### src/rtl/cp0_pkg.sv
// Shared definitions for the coprocessor-0 register file: register
// addresses, exception codes, Status/Cause bit positions and write masks,
// and packed views of Status and Cause.
package cp0_pkg;

  localparam logic [4:0] CP0_BADVADDR = 5'd8;
  localparam logic [4:0] CP0_COUNT    = 5'd9;
  localparam logic [4:0] CP0_COMPARE  = 5'd11;
  localparam logic [4:0] CP0_STATUS   = 5'd12;
  localparam logic [4:0] CP0_CAUSE    = 5'd13;
  localparam logic [4:0] CP0_EPC      = 5'd14;
  localparam logic [4:0] CP0_CONFIG   = 5'd16;

  localparam logic [4:0] CODE_INT  = 5'd0;
  localparam logic [4:0] CODE_ADEL = 5'd4;
  localparam logic [4:0] CODE_ADES = 5'd5;
  localparam logic [4:0] CODE_SYS  = 5'd8;
  localparam logic [4:0] CODE_BP   = 5'd9;
  localparam logic [4:0] CODE_RI   = 5'd10;
  localparam logic [4:0] CODE_OV   = 5'd12;

  localparam int ST_IE  = 0;
  localparam int ST_EXL = 1;
  localparam int ST_ERL = 2;
  localparam int ST_BEV = 22;
  localparam int CA_TI  = 30;
  localparam int CA_BD  = 31;

  localparam logic [31:0] STATUS_RESET = 32'h0040_0004;
  // IM[15:8], ERL, EXL, IE
  localparam logic [31:0] STATUS_WMASK = 32'h0000_FF07;
  // software interrupt bits IP[1:0]
  localparam logic [31:0] CAUSE_WMASK  = 32'h0000_0300;

  typedef struct packed {
    logic [8:0] rsv_hi;   // 31:23
    logic       bev;      // 22
    logic [5:0] rsv_mid;  // 21:16
    logic [7:0] im;       // 15:8
    logic [4:0] rsv_lo;   // 7:3
    logic       erl;      // 2
    logic       exl;      // 1
    logic       ie;       // 0
  } status_t;

  typedef struct packed {
    logic        bd;        // 31
    logic        ti;        // 30
    logic [13:0] rsv_hi;    // 29:16
    logic [7:0]  ip;        // 15:8
    logic        rsv_mid;   // 7
    logic [4:0]  exc_code;  // 6:2
    logic [1:0]  rsv_lo;    // 1:0
  } cause_t;

endpackage

### src/rtl/cp0_timer.sv
// Count/Compare timer for CP0.
// Ports: clk, reset (async, active-high); count_we/compare_we load wd into
// Count/Compare; count, compare are the current register values; ti is the
// timer interrupt flag (Cause.TI).
module cp0_timer #(
  parameter int COUNT_DIV = 2
) (
  input  logic        clk,
  input  logic        reset,
  input  logic        count_we,
  input  logic        compare_we,
  input  logic [31:0] wd,
  output logic [31:0] count,
  output logic [31:0] compare,
  output logic        ti
);

  localparam logic [3:0] DIV_LAST = 4'(COUNT_DIV - 1);

  logic [3:0] div;
  logic       tick;

  assign tick = (div == DIV_LAST);

  // A Count write restarts the prescaler so the loaded value holds for a
  // full COUNT_DIV period.
  always_ff @(posedge clk or posedge reset) begin
    if (reset) begin
      div   <= 4'd0;
      count <= 32'd0;
    end else if (count_we) begin
      div   <= 4'd0;
      count <= wd;
    end else if (tick) begin
      div   <= 4'd0;
      count <= count + 32'd1;
    end else begin
      div   <= div + 4'd1;
    end
  end

  // Compare == 0 disables the match so a freshly reset timer stays quiet.
  // A Compare write acknowledges TI and beats a coincident match.
  always_ff @(posedge clk or posedge reset) begin
    if (reset) begin
      compare <= 32'd0;
      ti      <= 1'b0;
    end else begin
      if (compare_we)
        compare <= wd;
      if (compare_we)
        ti <= 1'b0;
      else if ((count == compare) && (compare != 32'd0))
        ti <= 1'b1;
    end
  end

endmodule

### src/rtl/cp0_irq_unit.sv
// Coprocessor-0 register file with Count/Compare timer, synchronised
// hardware interrupts, software interrupts and an interrupt request to the
// commit stage.
// Ports: clk, reset (async, active-high); ra/rd MFC0 read (combinational);
// we/wa/wd MTC0 write; exc_* exception commit; eret; hw_int external
// level interrupts; int_req pending+enabled interrupt; epc_o/status_o/
// cause_o current register values.
// Build option: define CP0_WRITE_FORWARD_EN to forward a same-cycle MTC0
// to an MFC0 of the same register.
module cp0_irq_unit
  import cp0_pkg::*;
#(
  parameter int          HW_IRQ_NUM  = 6,
  parameter int          COUNT_DIV   = 2,
  parameter int          TIMER_IP    = 7,
  parameter logic [31:0] CONFIG_INIT = 32'h8000_0000
) (
  input  logic                  clk,
  input  logic                  reset,
  input  logic [4:0]            ra,
  output logic [31:0]           rd,
  input  logic                  we,
  input  logic [4:0]            wa,
  input  logic [31:0]           wd,
  input  logic                  exc_valid,
  input  logic [4:0]            exc_code,
  input  logic [31:0]           exc_pc,
  input  logic                  exc_in_ds,
  input  logic [31:0]           exc_badvaddr,
  input  logic                  eret,
  input  logic [HW_IRQ_NUM-1:0] hw_int,
  output logic                  int_req,
  output logic [31:0]           epc_o,
  output logic [31:0]           status_o,
  output logic [31:0]           cause_o
);

  status_t                 status_q;
  logic [31:0]             epc_q;
  logic [31:0]             badvaddr_q;
  logic                    bd_q;
  logic [4:0]              exc_code_q;
  logic [1:0]              ip_sw_q;
  logic [HW_IRQ_NUM-1:0]   hw_sync1, hw_sync2, ip_hw_q;
  logic [31:0]             count, compare;
  logic                    ti;
  logic [7:0]              ip;
  cause_t                  cause_v;
  logic [31:0]             rd_reg;

  cp0_timer #(.COUNT_DIV(COUNT_DIV)) u_timer (
    .clk        (clk),
    .reset      (reset),
    .count_we   (we && (wa == CP0_COUNT)),
    .compare_we (we && (wa == CP0_COMPARE)),
    .wd         (wd),
    .count      (count),
    .compare    (compare),
    .ti         (ti)
  );

  // Two-flop synchroniser, then the Cause.IP load stage.
  always_ff @(posedge clk or posedge reset) begin
    if (reset) begin
      hw_sync1 <= '0;
      hw_sync2 <= '0;
      ip_hw_q  <= '0;
    end else begin
      hw_sync1 <= hw_int;
      hw_sync2 <= hw_sync1;
      ip_hw_q  <= hw_sync2;
    end
  end

  // Sources are applied lowest priority first (MTC0, ERET, exception) so a
  // later assignment to the same field overrides an earlier one.
  always_ff @(posedge clk or posedge reset) begin
    if (reset) begin
      status_q   <= status_t'(STATUS_RESET);
      epc_q      <= 32'd0;
      badvaddr_q <= 32'd0;
      bd_q       <= 1'b0;
      exc_code_q <= 5'd0;
      ip_sw_q    <= 2'd0;
    end else begin
      if (we && (wa == CP0_STATUS)) begin
        status_q.im  <= wd[15:8];
        status_q.erl <= wd[ST_ERL];
        status_q.exl <= wd[ST_EXL];
        status_q.ie  <= wd[ST_IE];
      end
      if (we && (wa == CP0_CAUSE))
        ip_sw_q <= wd[9:8];
      if (we && (wa == CP0_EPC))
        epc_q <= wd;

      if (eret) begin
        if (status_q.erl)
          status_q.erl <= 1'b0;
        else
          status_q.exl <= 1'b0;
      end

      if (exc_valid) begin
        // A nested exception keeps the original return point.
        if (!status_q.exl) begin
          epc_q <= exc_in_ds ? (exc_pc - 32'd4) : exc_pc;
          bd_q  <= exc_in_ds;
        end
        exc_code_q   <= exc_code;
        status_q.exl <= 1'b1;
        if ((exc_code == CODE_ADEL) || (exc_code == CODE_ADES))
          badvaddr_q <= exc_badvaddr;
      end
    end
  end

  always_comb begin
    ip              = 8'd0;
    ip[1:0]         = ip_sw_q;
    ip[2 +: HW_IRQ_NUM] = ip_hw_q;
    ip[TIMER_IP]    = ip[TIMER_IP] | ti;
  end

  always_comb begin
    cause_v          = '0;
    cause_v.bd       = bd_q;
    cause_v.ti       = ti;
    cause_v.ip       = ip;
    cause_v.exc_code = exc_code_q;
  end

  assign status_o = status_q;
  assign cause_o  = cause_v;
  assign epc_o    = epc_q;
  assign int_req  = status_q.ie & ~status_q.exl & ~status_q.erl & (|(ip & status_q.im));

  always_comb begin
    case (ra)
      CP0_BADVADDR: rd_reg = badvaddr_q;
      CP0_COUNT:    rd_reg = count;
      CP0_COMPARE:  rd_reg = compare;
      CP0_STATUS:   rd_reg = status_o;
      CP0_CAUSE:    rd_reg = cause_o;
      CP0_EPC:      rd_reg = epc_q;
      CP0_CONFIG:   rd_reg = CONFIG_INIT;
      default:      rd_reg = 32'd0;
    endcase
  end

`ifdef CP0_WRITE_FORWARD_EN
  // Only the MTC0 contribution is forwarded; read-only bits keep their
  // registered value.
  always_comb begin
    rd = rd_reg;
    if (we && (wa == ra)) begin
      case (wa)
        CP0_COUNT, CP0_COMPARE, CP0_EPC: rd = wd;
        CP0_STATUS: rd = (status_o & ~STATUS_WMASK) | (wd & STATUS_WMASK);
        CP0_CAUSE:  rd = (cause_o & ~CAUSE_WMASK) | (wd & CAUSE_WMASK);
        default:    rd = rd_reg;
      endcase
    end
  end
`else
  assign rd = rd_reg;
`endif

endmodule

### config.mk
export PLATFORM = sky130hd
export DESIGN_NAME = cp0_irq_unit
export DESIGN_NICKNAME = d
export VERILOG_FILES = /design/src/rtl/cp0_pkg.sv /design/src/rtl/cp0_timer.sv /design/src/rtl/cp0_irq_unit.sv
export SDC_FILE = /design/constraint.sdc
export NUM_CORES = 1
export LEC_CHECK = 0
export CORE_MARGIN = 5
export CORE_UTILIZATION = 35
export DETAILED_ROUTE_END_ITERATION = 10
export PLACE_DENSITY = 0.6
export SLEW_MARGIN = 20
export SYNTH_ARGS = -nofsm -noshare
export SYNTH_HDL_FRONTEND = slang
export SYNTH_HIERARCHICAL = 1
export SYNTH_SLANG_ARGS = --single-unit
export TNS_END_PERCENT = 5
### constraint.sdc
create_clock -name clk -period 3.3 [get_ports clk]
set_input_delay 0.66 -clock clk [delete_from_list [all_inputs] [get_ports clk]]
set_output_delay 0.66 -clock clk [all_outputs]
set_load 0.05 [all_outputs]
==> results of run 1 <==
-- state kept, by name (all words and copies together) (netlist names) --
register         flops
ip_sw_q              2
u_timer/ti           1
hw_sync1             6
u_timer/div          4
exc_code_q           5
u_timer/count       32
bd_q                 1
hw_sync2             6
badvaddr_q          32
status_o            11
ip_hw_q              6
epc_o               32
u_timer/compare     32
-- synth_stat cells, types with 2 or more instances --
cell type and n:
a211oi_1 10, a21oi_1 18, a221o_1 15, a222oi_1 6
a22o_1 15, a22oi_1 43, a31oi_1 11, and3_1 3
and4_1 7, buf_1 6, buf_2 6, buf_4 46
clkbuf_1 37, dfrtp_1 169, ha_1 4, inv_1 12
mux2_2 92, mux2i_1 14, nand2_1 66, nand2b_1 3
nand3_1 36, nand3b_1 3, nand4_1 20, nor2_1 28
nor2b_1 17, nor3_1 20, nor3b_1 5, nor4_1 30
nor4_4 2, nor4b_1 4, o211ai_1 6, o21ai_0 36
o21bai_1 2, o31ai_1 7, or2_2 5, or3_1 8
or3_4 2, or4_1 14, or4_4 3, xnor2_1 32
xor2_1 40
-- how the worst max path moves through the flow --
stage / to / start / slack, ns / cells past startpoint
finish: rd[5] / ra[1] / 0.03 / 7
global route: int_req / status_o[9] / 0.01 / 5
CTS: rd[3] / ra[4] / 0.06 / 7
detailed placement: rd[5] / ra[4] / 0.06 / 7
global placement: rd[6] / ra[4] / 0.08 / 7
floorplan: int_req / ip_sw_q[1] / 0.03 / 4
-- power breakdown --
part           switching [mW]  internal, mW
registers               0.627          2.51
clock network           0.926          1.26
logic                    1.30         0.952
-- cell type report --
cell class	instances	area (µm²)	share of cell area, %
well taps	341	427	3.28
repair buffers	239	2760	21.3
clock buffers	20	457	3.52
inverters	13	52.6	0.404
clock inverters	12	174	1.34
multi-input cells	675	4860	37.4
flip-flops and latches	170	4260	32.8
diodes	1	2.50	0.0193
-- per-stage QoR --
stage / cells / worst slack [ns] / power [mW]
5_1_grt: 1471 / 0.0133 / 7.89
3_5_place_dp: 1438 / 0.0616 / 5.40
3_3_place_gp: 1438 / 0.0787 / 5.37
6_report: 1471 / 0.0307 / 7.57
2_1_floorplan: 954 / 0.0282 / 4.42
4_1_cts: 1470 / 0.0550 / 7.59
-- repair_timing --
item | in CTS | in global routing
endpoints found under the setup margin | 0 | 3
gates resized for setup | 0 | 2
hold buffers | 0 | 0
-- cells by family after synthesis --
| kind of cell | count (synthesis) |
|---|---|
| flip-flops | 170 |
| multiplexers | 106 |
| AO/OA/AOI/OAI | 173 |
| buffers and inverters | 109 |
| adder cells (fa/ha/maj) | 4 |
| XOR/XNOR | 72 |
| AND/OR/NAND/NOR | 282 |
| other | 1 |
-- metal layers --
metal	part of all wire [%]	wire length [µm]
met5	0.052	18
met4	2.1	729
met3	7.2	2460
met2	47	16200
met1	43	15000
==> impl_results.md, run 1 <==
* Mapped Area at between 0.009 and 0.01 mm²
* Final Cycle Share at 99.1%
* Buf+Inv Stages, Crit Path at 3
* Hold Worst Slack at approximately 0.35 ns
* Worst Tran Pin Value at 0.848 ns
* HP Class: reg -> reg
* Syn Area/Cell at slightly above 10 µm²
* Core Util, Final at 48.3%
* Post-Synth XOR/XNOR Area at roughly 6.6%
* Setup Fix Bufs, Post-CTS at 0
* Synth unique cells at 55
* Final min period at 3.27 ns
* Slew Viols, Final at 0
* Slowest cell on crit path: a222oi_1
* Clk_lat worst skew at 0.45 ns
* Synth Area in Adders at less than 1%
* Routed wire length per instance at around 23 µm
* Delay-heaviest family, CP: buffers and inverters
* Drt via density at 5.58
* Std-Cell Core Area at between 0.02 and 0.03 mm²
* Synthesis warning total at 48
* Post-synth top area cell: dfrtp_1
* Most common cell after layout, fill and taps aside: clkdlybuf4s50_1
* Root buffer cell: clkbuf_16
* Count of input and output buffers at 213
* Worst-path cell chain: clkdlybuf4s50_1 > nand2b_1 > nor3_2 > buf_12 > a222oi_1 > nand2_1 > buf_12
* Initial DRC Count at 663
* Met1 usage at 30.7%
* Global-route wire length before repair at 51,200 µm
* Multiplexer share of the synthesized area at 12.3%
* R2R depth at 6
* Compound-gate portion of the synthesized area at 12.8%
* Synth async-reset ratio at 100%
* Largest family of logic cells by synthesized area: simple AND/OR/NAND/NOR gates
* Total vias in the final route at 8,203
* Post-route cell area at 0.0130 mm²
* Vias in the first global route at between 7,000 and 8,000
* Max-cap violations at 0
* Worst hold start: hw_sync1[3]
* Number of fill cells at ~2,500
* Die area at 0.0306 mm²
* Drt drc at 0
* Deepest level of the CTS H-tree at 4
* Initial core utilization at 35.5%
* Ys flop type: dfrtp_1
* Area growth syn-to-layout at 36.3%
* RSZ-0062 raised after global routing: false
* Post-Route WL at 34,400 µm
* Register area share after synthesis at 44.6%
* Largest net degree at the start of global routing at 46
* Hold path endpoint: hw_sync2[3]
* Met3 Usage GRT at approximately 4.9%
* Pre-antenna DRT Iters at 5
* Post-route setup TNS at 0 ns
* Die W at 175 µm
* Total track usage at 22.1%
* Die H at 175 µm
* Hold Path Depth at 0
* CTS Buffer Depth at 2
* Maximum vdd drop at 0.300 mV
* Layout Nets at 1,243
* Hold Vio Cnt, Final at 0
* Remaining antenna violation count at 0
* P_leak at 5.15 nW
* Max Freq at 306 MHz
* Final GP Congestion at 0.922
* CP Class: in -> out
* Critical path arrival at approximately 2.6 ns
* Synth top area share at 44.4%
* Register bit total from synthesis at 170
* Overflow after GRT at 0
* Critical Path RT at 2.64 ns
* Dpl hpwl at 26,800 µm
* Power Density at 583 mW/mm²
* TritonCTS Sinks at 170
* Flop-to-flop setup slack at 0.65 ns
* Proportion of layout cells with a drive suffix above 1 at between 10% and 20%
* Dpl cell area at 0.0124 mm²
* Inserted Clock Buffers at 17
* Crit path max fanout at 15
* Worst setup skew after layout at 0.0116 ns
* RR Startpoint: u_timer/div[1]
* Top post-synthesis cells by area: dfrtp_1, mux2_2, xor2_1, buf_4, a22oi_1
* GR peak layer: met2
* # IOs at 252
* Post-synth EDFFs at 0
* Status: finished clean
* Clock-pin slew on the worst setup and hold paths at 0.07 ns
* Endpoint type of the worst setup path: primary output
* Reg-to-reg endpoint: u_timer/count[29]
* CTS tree: built
* Commonest cells after routing, fill and taps aside: clkdlybuf4s50_1, dfrtp_1, mux2_2
* Worst stage delay on the critical path at between 0.5 and 0.6 ns
* Most frequent CP cell: buf_12
* Post-synthesis simple-gate area fraction at 16.7%
* Rows at 60
* Startpoint types: primary input
* Cells after synthesis at 917
* Met2 usage at between 30% and 40%
* Initial antenna violation count at 2
* Rel. slew slack at 43.3%
* Final setup violation count at 0
Note: power is estimated with default switching activity, not from simulation.
==> run 2, diff against run 1 <==
--- a/config.mk
+++ b/config.mk
@@ -5,10 +5,12 @@
 export SDC_FILE = /design/constraint.sdc
 export NUM_CORES = 1
 export LEC_CHECK = 0
-export CORE_MARGIN = 5
+export ABC_AREA = 1
+export CORE_MARGIN = 2
 export CORE_UTILIZATION = 35
 export DETAILED_ROUTE_END_ITERATION = 10
-export PLACE_DENSITY = 0.6
+export PLACE_DENSITY = 0.59
+export SKIP_LAST_GASP = 1
 export SLEW_MARGIN = 20
 export SYNTH_ARGS = -nofsm -noshare
 export SYNTH_HDL_FRONTEND = slang
==> impl_results.md, run 2 <==
* Total track usage at 24.8% (+2.7 points)
* Die area at 0.0315 mm² (+2.9%)
* Top sig layer: met5
* Synth top area share at 40.1% (-4.3 points)
* Crit path max fanout at 16 (+1)
* Post-route setup TNS at 0 ns (unchanged)
* Commonest cells after routing, fill and taps aside: nand2_1, clkdlybuf4s50_1, dfrtp_1
* Startpoint types: primary input
* CP Depth at 9 (+2)
* Layout Nets at 1,721 (+38%)
* Final setup violation count at 0 (unchanged)
* Total vias in the final route at 10,212 (+24%)
* Synth top cells by count: nand2_1, dfrtp_1, inv_1
* TritonCTS Sinks at 170 (unchanged)
* Routed wire length per instance at 19.4 µm (-17%)
* Flop-to-flop setup slack at 1.32 ns (+0.67 ns)
* Rel. slew slack at 54.2% (+11 points)
* Critical path arrival at 2.64 ns (+0.03 ns)
* Post-Route WL at 38,700 µm (+13%)
* Die W at 178 µm (+1.5%)
* Drt via density at 5.11 (-8.4%)
* Drt drc at 0 (unchanged)
* Clock-pin slew on the worst setup and hold paths at 0.08 ns (about the same)
* HP Class: reg -> reg
* Area growth syn-to-layout at 32.1%
* Slowest cell on crit path: clkdlybuf4s50_1
* Worst-path cell chain: clkdlybuf4s50_1 > inv_1 > nand2_1 > nor2_2 > buf_4 > a22oi_1 > o2111ai_1 > buf_4 > buf_12
* Multiplexer share of the synthesized area at 3.13% (-9.2 points)
* Register bit total from synthesis at 170 (unchanged)
* RSZ-0062 raised after global routing: true
* # IOs at 252 (unchanged)
* Hold Worst Slack at 0.354 ns (+0.00376 ns)
* Rows at 63 (+5.0%)
* Worst stage delay on the critical path at 0.56 ns (+0.02 ns)
* Dpl hpwl at 30,300 µm (+13%)
* Dpl cell area at 0.0133 mm² (+7.9%)
* Initial DRC Count at 938 (+41%)
* Synth unique cells at 54 (-1.8%)
* P_leak at 6.22 nW (+21%)
* Pre-CTS WS at -0.0428 ns (-0.104 ns)
* Post-synthesis simple-gate area fraction at 27.4% (+11 points)
* Remaining antenna violation count at 0 (unchanged)
* Initial antenna violation count at 3 (+1)
* Delay-heaviest family, CP: buffers and inverters
* Final GP Congestion at 0.921 (about the same)
* Mapped Area at 0.0105 mm² (+11%)
* Buf+Inv Stages, Crit Path at 5 (+2)
* Synthesis warning total at 48 (unchanged)
* Slew Viols, Final at 0 (unchanged)
* Largest family of logic cells by synthesized area: simple AND/OR/NAND/NOR gates
* Worst setup path start: ra[2]
* Endpoint type of the worst setup path: primary output
* Hold Vio Cnt, Final at 0 (unchanged)
* Post-route cell area at 0.0139 mm² (+7.3%)
* Metal2 WL at 18,000 µm (+11%)
* Reg-to-reg endpoint: u_timer/count[15]
* Die H at 178 µm (+1.5%)
* Max Freq at 303 MHz (-0.79%)
* CTS Buffer Depth at 2 (unchanged)
* Deepest level of the CTS H-tree at 4 (unchanged)
* Final min period at 3.30 ns (+0.0261 ns)
* RR Startpoint: u_timer/div[1]
* Synth Area in Adders at 0.474% (-0.051 points)
* Number of fill cells at 3,018 (+22%)
* Max-cap violations at 0 (unchanged)
* Proportion of layout cells with a drive suffix above 1 at 11.9% (-6.6 points)
* Status: finished clean
* R2R depth at 9 (+3)
* Largest net degree at the start of global routing at 62 (+35%)
* Pre-antenna DRT Iters at 5 (unchanged)
* Inserted Clock Buffers at 17 (unchanged)
* Root buffer cell: clkbuf_16
* Post-Synth XOR/XNOR Area at 3.07% (-3.5 points)
* Register area share after synthesis at 40.3% (-4.3 points)
* Synth async-reset ratio at 100% (unchanged)
* Compound-gate portion of the synthesized area at 14.2% (+1.3 points)
* Initial core utilization at 35.6% (+0.12 points)
* Top post-synthesis cells by area: dfrtp_1, nand2_1, inv_1, nor2_1, o21ai_0
* Worst Tran Pin Value at 0.687 ns (-0.161 ns)
* Power Density at 581 mW/mm² (-0.25%)
* Count of input and output buffers at 213 (unchanged)
* CP Class: in -> out
* Global-route wire length before repair at 58,800 µm (+15%)
* PnR Total Power at 8.10 mW (+7.0%)
* Std-Cell Core Area at 0.0296 mm² (+10%)
* Most frequent CP cell: buf_4
* DR WL met3 at 2520 µm (+2.2%)
* Worst setup skew after layout at 0.0131 ns (+0.00150 ns)
* Maximum vdd drop at 0.394 mV (+31%)
* M1 WL at 17,500 µm (+17%)
* Post-synth EDFFs at 0 (unchanged)
* Most common cell after layout, fill and taps aside: nand2_1
* Syn Area/Cell at 7.61 µm² (-27%)
* CP endpoint: rd[3]
* Post-synth top area cell: dfrtp_1
* Overflow after GRT at 0 (unchanged)
* Critical Path RT at 2.64 ns (about the same)
* Setup Fix Bufs, Post-CTS at 0 (unchanged)
* Final Cycle Share at 99.9% (+0.79 points)
* Final worst setup slack at 0.00462 ns (-0.0261 ns)
* Hold Path Depth at 0 (unchanged)
* Ys flop type: dfrtp_1
* Clk_lat worst skew at 0.44 ns (about the same)
* CTS tree: built
* Cells after synthesis at 1,386 (+51%)
* Most common cell in the netlist: nand2_1
* Vias in the first global route at 9,840 (+24%)
run 2: cell types whose count changed after synthesis, moves of 31 or more:
cell / change
nor2_1: +110
a21oi_1: +37
xor2_1: -31
nand2_1: +273
inv_1: +142
o21ai_0: +64
mux2_2: -77
run 2: area by class of cell:
cell class | instances | area [µm²] | share of cell area [%]
diodes | 2 | 5.00 | 0.0359
clock buffers | 17 | 425 | 3.05
clock inverters | 15 | 170 | 1.22
inverters | 166 | 628 | 4.51
multi-input cells | 997 | 5260 | 37.7
flip-flops and latches | 170 | 4260 | 30.5
well taps | 390 | 488 | 3.50
repair buffers | 242 | 2710 | 19.4
run 2: worst min path at each step:
| stage | startpoint | endpoint | slack, ns |
|---|---|---|---|
| finish | hw_sync2[1] | ip_hw_q[1] | 0.35 |
| global route | hw_sync2[1] | ip_hw_q[1] | 0.36 |
| CTS | hw_sync1[1] | hw_sync2[1] | 0.36 |
| detailed placement | hw_sync2[3] | ip_hw_q[3] | 0.33 |
| global placement | hw_sync2[1] | ip_hw_q[1] | 0.33 |
| floorplan | hw_sync1[0] | hw_sync2[0] | 0.33 |
run 2: cell families after synthesis:
logic type / Yosys count
buffers and inverters: 256
adder cells (fa/ha/maj): 4
AO/OA/AOI/OAI: 251
AND/OR/NAND/NOR: 641
flip-flops: 170
XOR/XNOR: 37
multiplexers: 26
other: 1
run 2: power by group:
group | leakage, nW | internal [mW] | switching (mW) | total [mW]
Combinational | 3.93 | 1.09 | 1.71 | 2.80
Sequential | 2.00 | 2.57 | 0.704 | 3.27
Clock | 0.290 | 1.02 | 0.999 | 2.02
Total | 6.22 | 4.68 | 3.42 | 8.10
run 2: through the flow:
step	instances	utilization, %
6_report	1999	47.0
5_1_grt	1997	47.0
4_1_cts	1997	47.0
3_5_place_dp	1965	45.0
3_3_place_gp	1965	45.0
2_1_floorplan	1423	-
run 2: per-layer routing:
| layer | vias up | track usage [%] |
|---|---|---|
| met5 | - | 0 |
| met4 | 2 | 6.05 |
| met3 | 44 | 4.09 |
| met2 | 430 | 39.2 |
| met1 | 4872 | 35.3 |
| li1 | 4864 | - |
run 2: repair_timing:
item,in CTS,in global routing
setup endpoints to repair,1,3
hold buffers,0,0
resized for setup,1,1
==> run 3, diff against run 2 <==
--- a/config.mk
+++ b/config.mk
@@ -8,6 +8,7 @@
 export ABC_AREA = 1
 export CORE_MARGIN = 2
 export CORE_UTILIZATION = 35
+export CTS_CLUSTER_DIAMETER = 50
 export DETAILED_ROUTE_END_ITERATION = 10
 export PLACE_DENSITY = 0.59
 export SKIP_LAST_GASP = 1
==> results of run 3 <==
Final layout, timing and power as in run 2 (identical DEF).
